### src/rtl/alu_writeback.sv
// Write-back stage behind the f8 ALU: flag register, register-file write, 2-entry store queue.
// Define ALU_WB_MEM16_EN for a 16-bit data-memory port (single-beat wide stores, mem_wide present).
module alu_writeback #(
  parameter int QDEPTH = 2
) (
  input  logic        clk,
  input  logic        reset,
  input  logic        in_valid,
  output logic        in_ready,
  input  logic [15:0] result_reg,
  input  logic [15:0] result_mem,
  input  logic        o_in,
  input  logic        z_in,
  input  logic        n_in,
  input  logic        c_in,
  input  logic [3:0]  flag_mask,
  input  logic        rf_we_in,
  input  logic [2:0]  rf_sel_in,
  input  logic        wide_in,
  input  logic        mem_we_in,
  input  logic [15:0] mem_addr_in,
  output logic        rf_we,
  output logic [2:0]  rf_sel,
  output logic        rf_wide,
  output logic [15:0] rf_data,
  output logic [3:0]  flags,
  output logic        c_to_alu,
  output logic        mem_req,
  output logic [15:0] mem_addr,
  input  logic        mem_ack,
`ifdef ALU_WB_MEM16_EN
  output logic [15:0] mem_wdata,
  output logic        mem_wide
`else
  output logic [7:0]  mem_wdata
`endif
);

`ifdef ALU_WB_MEM16_EN
  localparam int DW = 16;
`else
  localparam int DW = 8;
`endif

  localparam logic [1:0] ST_IDLE = 2'd0;
  localparam logic [1:0] ST_LO   = 2'd1;
  localparam logic [1:0] ST_HI   = 2'd2;

  logic          accept_s, push_s, pop_s, split_s, load_s, wr_idx_s;
  logic [1:0]    state_q, state_d, count_q, count_d;
  logic          head_q, head_d;
  logic [15:0]   qaddr_q [2];
  logic [15:0]   qaddr_d [2];
  logic [15:0]   qdata_q [2];
  logic [15:0]   qdata_d [2];
  logic [1:0]    qwide_q, qwide_d;
  logic [3:0]    flags_q, flags_d;
  logic          rf_we_q, rf_we_d, rf_wide_q, rf_wide_d;
  logic [2:0]    rf_sel_q, rf_sel_d;
  logic [15:0]   rf_data_q, rf_data_d;
  logic          mem_req_q, mem_req_d;
  logic [15:0]   mem_addr_q, mem_addr_d;
  logic [DW-1:0] mem_wdata_q, mem_wdata_d;
`ifdef ALU_WB_MEM16_EN
  logic          mem_wide_q, mem_wide_d;
`endif

  assign in_ready  = (count_q != QDEPTH[1:0]);
  assign accept_s  = in_valid && in_ready;
  assign push_s    = accept_s && mem_we_in;
  assign flags     = flags_q;
  assign c_to_alu  = flags_q[0];
  assign rf_we     = rf_we_q;
  assign rf_sel    = rf_sel_q;
  assign rf_wide   = rf_wide_q;
  assign rf_data   = rf_data_q;
  assign mem_req   = mem_req_q;
  assign mem_addr  = mem_addr_q;
  assign mem_wdata = mem_wdata_q;
`ifdef ALU_WB_MEM16_EN
  assign mem_wide  = mem_wide_q;
`endif

  // Flag merge and register-file capture on accept.
  always_comb begin
    flags_d   = accept_s ? ((flags_q & ~flag_mask) | ({o_in, z_in, n_in, c_in} & flag_mask)) : flags_q;
    rf_we_d   = accept_s && rf_we_in;
    rf_sel_d  = accept_s ? rf_sel_in  : rf_sel_q;
    rf_wide_d = accept_s ? wide_in    : rf_wide_q;
    rf_data_d = accept_s ? result_reg : rf_data_q;
  end

  // Store-queue bookkeeping; the tail slot is head+count modulo 2.
  always_comb begin
`ifdef ALU_WB_MEM16_EN
    split_s = 1'b0;
`else
    split_s = (state_q == ST_LO) && qwide_q[head_q];
`endif
    pop_s    = mem_ack && (((state_q == ST_LO) && !split_s) || (state_q == ST_HI));
    wr_idx_s = head_q ^ count_q[0];
    for (int i = 0; i < 2; i++) begin
      qaddr_d[i] = (push_s && (wr_idx_s == 1'(i))) ? mem_addr_in : qaddr_q[i];
      qdata_d[i] = (push_s && (wr_idx_s == 1'(i))) ? result_mem  : qdata_q[i];
      qwide_d[i] = (push_s && (wr_idx_s == 1'(i))) ? wide_in     : qwide_q[i];
    end
    head_d  = pop_s ? ~head_q : head_q;
    count_d = count_q + {1'b0, push_s} - {1'b0, pop_s};
  end

  // Drain FSM; the next head is taken from the post-update queue so a push into an empty queue is requested immediately.
  always_comb begin
    state_d     = state_q;
    mem_req_d   = mem_req_q;
    mem_addr_d  = mem_addr_q;
    mem_wdata_d = mem_wdata_q;
`ifdef ALU_WB_MEM16_EN
    mem_wide_d  = mem_wide_q;
`endif
    load_s      = 1'b0;
    case (state_q)
      ST_IDLE: load_s = (count_d != 2'd0);
      ST_LO, ST_HI: begin
        if (!mem_ack) begin
          state_d = state_q;
        end else if (split_s) begin
          state_d    = ST_HI;
          mem_addr_d = qaddr_q[head_q] + 16'd1;
`ifdef ALU_WB_MEM16_EN
          mem_wdata_d = qdata_q[head_q];
`else
          mem_wdata_d = qdata_q[head_q][15:8];
`endif
        end else if (count_d != 2'd0) begin
          load_s = 1'b1;
        end else begin
          state_d   = ST_IDLE;
          mem_req_d = 1'b0;
        end
      end
      default: begin
        state_d   = ST_IDLE;
        mem_req_d = 1'b0;
      end
    endcase
    if (load_s) begin
      state_d     = ST_LO;
      mem_req_d   = 1'b1;
      mem_addr_d  = qaddr_d[head_d];
      mem_wdata_d = qdata_d[head_d][DW-1:0];
`ifdef ALU_WB_MEM16_EN
      mem_wide_d  = qwide_d[head_d];
`endif
    end else begin
      load_s = 1'b0;
    end
  end

  // State registers with synchronous reset.
  always_ff @(posedge clk) begin
    if (reset) begin
      state_q     <= ST_IDLE;
      count_q     <= 2'd0;
      head_q      <= 1'b0;
      qaddr_q[0]  <= 16'h0000;
      qaddr_q[1]  <= 16'h0000;
      qdata_q[0]  <= 16'h0000;
      qdata_q[1]  <= 16'h0000;
      qwide_q     <= 2'b00;
      flags_q     <= 4'h0;
      rf_we_q     <= 1'b0;
      rf_sel_q    <= 3'd0;
      rf_wide_q   <= 1'b0;
      rf_data_q   <= 16'h0000;
      mem_req_q   <= 1'b0;
      mem_addr_q  <= 16'h0000;
      mem_wdata_q <= '0;
`ifdef ALU_WB_MEM16_EN
      mem_wide_q  <= 1'b0;
`endif
    end else begin
      state_q     <= state_d;
      count_q     <= count_d;
      head_q      <= head_d;
      qaddr_q     <= qaddr_d;
      qdata_q     <= qdata_d;
      qwide_q     <= qwide_d;
      flags_q     <= flags_d;
      rf_we_q     <= rf_we_d;
      rf_sel_q    <= rf_sel_d;
      rf_wide_q   <= rf_wide_d;
      rf_data_q   <= rf_data_d;
      mem_req_q   <= mem_req_d;
      mem_addr_q  <= mem_addr_d;
      mem_wdata_q <= mem_wdata_d;
`ifdef ALU_WB_MEM16_EN
      mem_wide_q  <= mem_wide_d;
`endif
    end
  end

endmodule
### config.mk
export PLATFORM = sky130hd
export DESIGN_NAME = alu_writeback
export DESIGN_NICKNAME = d
export VERILOG_FILES = /design/src/rtl/alu_writeback.sv
export SDC_FILE = /design/constraint.sdc
export NUM_CORES = 1
export LEC_CHECK = 0
export ABC_CLOCK_PERIOD_IN_PS = 2600
export BUFFER_PORTS_ARGS = -buffer_cell sky130_fd_sc_hd__buf_4
export CAP_MARGIN = 25
export CORE_UTILIZATION = 25
export CTS_CLUSTER_DIAMETER = 50
export DETAILED_ROUTE_END_ITERATION = 16
export PLACE_DENSITY = 0.48
export SLEW_MARGIN = 15
export SYNTH_ARGS = -nofsm -noshare
export SYNTH_HDL_FRONTEND = slang
export SYNTH_SLANG_ARGS = --single-unit
### constraint.sdc
create_clock -name clk -period 2.6 [get_ports clk]
set_input_delay 0.52 -clock clk [delete_from_list [all_inputs] [get_ports clk]]
set_output_delay 0.52 -clock clk [all_outputs]
set_load 0.02 [all_outputs]
# [Word-level counts from Yosys, hierarchy flattened]
# Index checks and enable logic that the tools add are counted.
[word_totals] wordCells=106 regBits=121 inputBits=66
[classes] n_lt_le_gt_ge=3 eq_ne=10 reduce_logical=21 addsub=3 mux=41 bitwise_logic=10
[ops] cell="$mux 16" n=17
[ops] cell="$mux 8" n=7
[ops] cell="$add 16x1->16 const B" n=1
[ops] cell="$ne 3x3->1 const B" n=4
[ops] cell="$mux 1" n=11
[ops] cell="$reduce_and 3->1" n=3
[ops] cell="$and 4x4->4" n=2
[ops] cell="$logic_and 1x1->1" n=8
[ops] cell="$reduce_bool 2->1" n=4
[ops] cell="$mux 2" n=3
[ops] cell="$ne 2x2->1 const B" n=3
[ops] cell="$ge 2x2->1 const B" n=2
[ops] cell="$ne 4x4->1 const B" n=1
[ops] cell="$not 1->2" n=2
[ops] cell="$not 4->4" n=1
[ops] cell="$or 4x4->4" n=1
[ops] cell="$pmux 1 s2" n=2
[ops] cell="$pmux 2 s2" n=1
[ops] cell="$reduce_and 4->1" n=1
[ops] cell="$reduce_or 2->1" n=2
[ops] cell="$not 1->1" n=3
[ops] cell="$add 2x1->2" n=1
[ops] cell="$eq 2x1->1 const B" n=1
[ops] cell="$eq 2x2->1 const B" n=1
[ops] cell="other kinds (6)" n=6

# [Longest topological paths before layout]
[depth] depth_word=15 ltp_mapped=15

# [Worst setup path before layout]
# Ideal clock, no wire load.
[synth_timing] path_type="reg2reg" startpoint="reg head_q" endpoint="reg mem_addr_q[8] (netlist: mem_addr[8])" arrival_time_ns=2.417 n_path_buf=4 stages_incl_launch_ff=13 slack_ns=0.087 synth_period_minus_slack_ns=2.513 path_cell_list="dfxtp_1 -> buf_6 -> buf_4 -> buf_4 -> buf_2 -> mux2_2 -> ha_1 -> inv_1 -> a21oi_1 -> and2_1 -> nand2_1 -> a221o_1 -> a221oi_1"
[synth_via] elab_chain_cells=15 elab_cells_between_ends=38
[synth_lines] item="start: declaration" line="51" rtl="logic head_q, head_d;"
[synth_lines] item="start signal: assignment" line="164" rtl="head_q <= 1'b0;"
[synth_lines] item="start signal: assignment" line="184" rtl="head_q <= head_d;"
[synth_lines] item="$mux 1 (not written as such) (2 in a row)" line="98" rtl="split_s = (state_q == ST_LO) && qwide_q[head_q];"
[synth_lines] item="$logic_and 1x1->1" line="98"
[synth_lines] item="$logic_not 1->1" line="100" rtl="pop_s = mem_ack && (((state_q == ST_LO) && !split_s) || (state_q == ST_HI));"
[synth_lines] item="$logic_and 1x1->1" line="100"
[synth_lines] item="$logic_or 1x1->1" line="100"
[synth_lines] item="$logic_and 1x1->1" line="100"
[synth_lines] item="$sub 2x1->2" line="108" rtl="count_d = count_q + {1'b0, push_s} - {1'b0, pop_s};"
[synth_lines] item="$reduce_bool 2->1" line="122, 134"
[synth_lines] item="$mux 1" line="134" rtl="end else if (count_d != 2'd0) begin"
[synth_lines] item="$mux 1" line="126" rtl="end else if (split_s) begin"
[synth_lines] item="$mux 1" line="124" rtl="if (!mem_ack) begin"
[synth_lines] item="$pmux 1 s2" line="121" rtl="case (state_q)"
[synth_lines] item="$reduce_bool 2->1 (no line)"
[synth_lines] item="$reduce_and 3->1 (no line)"
[synth_lines] item="end signal: assignment" line="194" rtl="mem_addr_q <= mem_addr_d;"
[synth_lines] item="end: declaration" line="62" rtl="logic [15:0] mem_addr_q, mem_addr_d;"
# Several ways; a longest one is shown, not always the timed one. The select of a mux whose other input is x is not followed.
# A chain may end at the register's enable or synchronous reset.

# [Worst setup path after layout]
[layout_timing] startpoint="reg state_q[0]" endpoint="reg mem_addr_q[14] (netlist: mem_addr[14])"
[layout_via] elab_chain_cells=14 elab_cells_between_ends=25
[layout_lines] item="start: declaration" line="50" rtl="logic [1:0] state_q, state_d, count_q, count_d;"
[layout_lines] item="start signal: assignment" line="182" rtl="state_q <= state_d;"
[layout_lines] item="$eq 2x1->1" line="98, 100, 121"
[layout_lines] item="$logic_and 1x1->1" line="98"
[layout_lines] item="$logic_not 1->1" line="100"
[layout_lines] item="$logic_and 1x1->1" line="100"
[layout_lines] item="$logic_or 1x1->1" line="100"
[layout_lines] item="$logic_and 1x1->1" line="100"
[layout_lines] item="$sub 2x1->2" line="108"
[layout_lines] item="$reduce_bool 2->1" line="122, 134"
[layout_lines] item="$mux 1" line="134"
[layout_lines] item="$mux 1" line="126"
[layout_lines] item="$mux 1" line="124"
[layout_lines] item="$pmux 1 s2" line="121"
[layout_lines] item="$reduce_bool 2->1 (no line)"
[layout_lines] item="$reduce_and 3->1 (no line)"
# Several ways; a longest one is shown, not always the timed one. The select of a mux whose other input is x is not followed.

==> metrics.cfg <==
[run_status]
status = complete, no violations

[clock_tree]
insertion_delay_ps = 410
holdBufCountCts = 0
path_clk_slew_ps = 60
cts.sinks = 121
cts-htree-levels = 4
cts_buffers = 17
clock_path_buffers = 2
cts_tree = built
cts_root_buffer = clkbuf_16

[synth]
synth_top_cell_area_share_pct = 42.54
syn-num-nets = 786
ys_warn_count = 0
yosysMostFrequentCell = nand2_1
avgSynthCellArea_sq_um = 7.986
ys_types = 55
synth_edf_count = 0
yosys-top-cells-area = dfxtp_1 (43%), nand2_1 (14%), a21oi_1 (11%)
synth-seq-cells = 121
synthCells = 713
synth.top_cells.by_count = nand2_1 (211), dfxtp_1 (121), a21oi_1 (120)
yosys_most_used_dff = dfxtp_1
yosys.area.top_type = dfxtp_1
synth_area_sq_mm = 0.005694
synthArstFlopShare_pct = 0
yosysSeqAreaShare_pct = 42.54

[floorplanning]
initial_core_util_pct = 25.77
ios = 118
fp.dieH_microns = 152.9
rows = 54
fp.dieArea_sq_mm = 0.02338
fp.coreArea_sq_mm = 0.02209
dieWidth_microns = 152.9

[sta]
slew_violations = 0
min_period_ps = 2454
fmax_ghz = 0.4074
setup_viol = 0
hold_violations = 0
worstMarginPinSlew_ps = 763.0
finalCritPeriodShare_pct = 94.40
fin_setup_tns_ps = 0
fin_skew_ps = 7.329
relSlewSlack_pct = 49.01

[critical_path]
cp_top_family = adder cells
cp.depth = 14
r2r_setup_slack_ps = 150
path_class = reg -> reg
cpPeakStageDelay_ps = 360
reg2reg_to = mem_addr[14]
path_common_cell = ha_2
crit_start = state_q[0]
critPathLaunchType = flop
cp_cell_sequence = inv_2, ha_2, a21oi_2, nor2_1, ha_1, inv_1, ha_2, xor3_1, nor2_4, nor3_4, buf_6, buf_16, buf_4, a221oi_2
endpoint_kind = flop
crit_slowest_cell = dfxtp_4
crit_buf_inv = 5
ff2ff_path_depth = 14
crit_arrival_ps = 2780
critical_path_peak_fanout = 7
required_ps = 2930
regToRegStartpoint = state_q[0]

[layout]
n_antenna_cell = 0
nNetsFinal = 902
multi_input_area_sq_mm = 0.003022
syn2layout_area_growth_pct = 35.38
seqCellArea_sq_mm = 0.002431
drive_gt1_share_pct = 24.47
final_util_pct = 34.89
fillers = 2328

[global_route]
grt_use_met1_pct = 20.80
grt_max_degree = 51
antenna_found_initial = 0
use_met3_pct = 3.969
busiest_layer = met2
grt_pass1_vias = 5203
grt_pass1_wl_microns = 28950
overflow = 0
grt_usage_pct = 15.94
use_met2_pct = 25.82

[pwr]
combPwrFrac_pct = 42.2
p_seq_share_pct = 28.7
p_leak_nw = 2.917
p_int_w = 0.005504
powerDensity_mw_per_mm2 = 1115
p_switching_w = 0.003092
swShare_pct = 35.97
ir_drop_mv = 0.4632
p_clk_share_pct = 29.1

[min_path]
hold_class = in -> reg
whs_endpoint = rf_data[9]
min_from = result_reg[9]
worstHoldPathCells = 3

[detailed_routing]
dr.first_iter.drc_count = 304
vias = 5379
drc = 0
detail_route.wl_per_cell_microns = 16.35
wirelength_microns = 18340
drtPass1Iterations = 4
viasPerCell = 4.794
final_antenna_net_count = 0

[placement]
port-buffer-count = 117
dpl.hpwl_microns = 11920
gp_congestion = 0.7983

[job]
cap_violations = 0

## power groups by stage
stage               clock (W)  sequential, W  combinational [W]
finish                0.00250        0.00247            0.00363
global route          0.00266        0.00251            0.00394
CTS                   0.00257        0.00246            0.00371
detailed placement          0        0.00250            0.00319
global placement            0        0.00250            0.00317
floorplan                   0        0.00265            0.00183
## final cells by class
| type | count | area share, % |
|---|---|---|
| multi-input cells | 529 | 39.20 |
| flip-flops and latches | 121 | 31.54 |
| repair buffers | 151 | 16.23 |
| clock buffers | 21 | 5.843 |
| well taps | 280 | 4.545 |
| clock inverters | 11 | 2.207 |
| inverters | 9 | 0.4382 |
## kinds of logic after synthesis
group	synth area share (%)
fa+ha+maj	1.538
mux	4.460
simple gates	20.66
buf+inv	5.208
flops	42.54
compound gates	23.64
xor+xnor	1.956
## repair_timing
item | 4_1_cts | 5_1_grt
cloned | 2 | 0
setup endpoints to repair | 11 | 24
buffers inserted | 5 | 1
gates resized for setup | 10 | 11
pin swaps | 8 | 6
## metal layers
layer,share of wire (%),up-vias
li1,-,2717
met1,48,2554
met2,48,96
met3,3.8,12
met4,0.99,0
met5,0,-
## state kept, by name, summed over array words and instances, names as in the netlist, 2 cells and up, named ones only
register   flops
qaddr_q       32
qdata_q       32
mem_addr      16
rf_data       16
mem_wdata      8
rf_sel         3
count_q        2
qwide_q        2
state_q        2
## metrics by stage
step / hold slack (ps) / instance area, sq um / setup WS (ps) / total power [W] / cells
2_1_floorplan: 435.7 / 5694 / 87.25 / 0.004483 / 713
3_3_place_gp: 444.1 / 6945 / 42.33 / 0.005672 / 1084
3_5_place_dp: 445.6 / 6945 / -56.86 / 0.005685 / 1084
4_1_cts: 330.3 / 7694 / 4.686 / 0.008743 / 1123
5_1_grt: 330.5 / 7709 / -0.3137 / 0.009107 / 1122
6_report: 349.5 / 7709 / 145.7 / 0.008597 / 1122
## tightest hold or removal path, delay by kind of cell
family | cells | cell delay (ps)
AOI/OAI and AO/OA | 1 | 50
and+or+nand+nor | 1 | 40
buffers and inverters | 1 | 110
## worst max path at each step
stage	to	slack, ps
after detailed placement	mem_addr[14]	-60
final	mem_addr[14]	150
after CTS	mem_addr[4]	5
after floorplan	mem_addr[8]	90
after global routing	mem_addr[12]	-0.3
after global placement	mem_addr[14]	40
## placed cells by master (no fill, tap or decap), types with 7 or more instances in the layout
| cell type | count |
|---|---|
| inv_1 | 7 |
| xor2_1 | 7 |
| a21oi_1 | 119 |
| o21ai_0 | 8 |
| dfxtp_1 | 118 |
| mux2i_1 | 21 |
| o211ai_1 | 22 |
| a221oi_1 | 7 |
| nand2_1 | 211 |
| nand3_1 | 14 |
| clkbuf_16 | 17 |
| o21ai_1 | 7 |
| o22a_1 | 24 |
| buf_4 | 140 |
(Power assumes the default switching activity.)
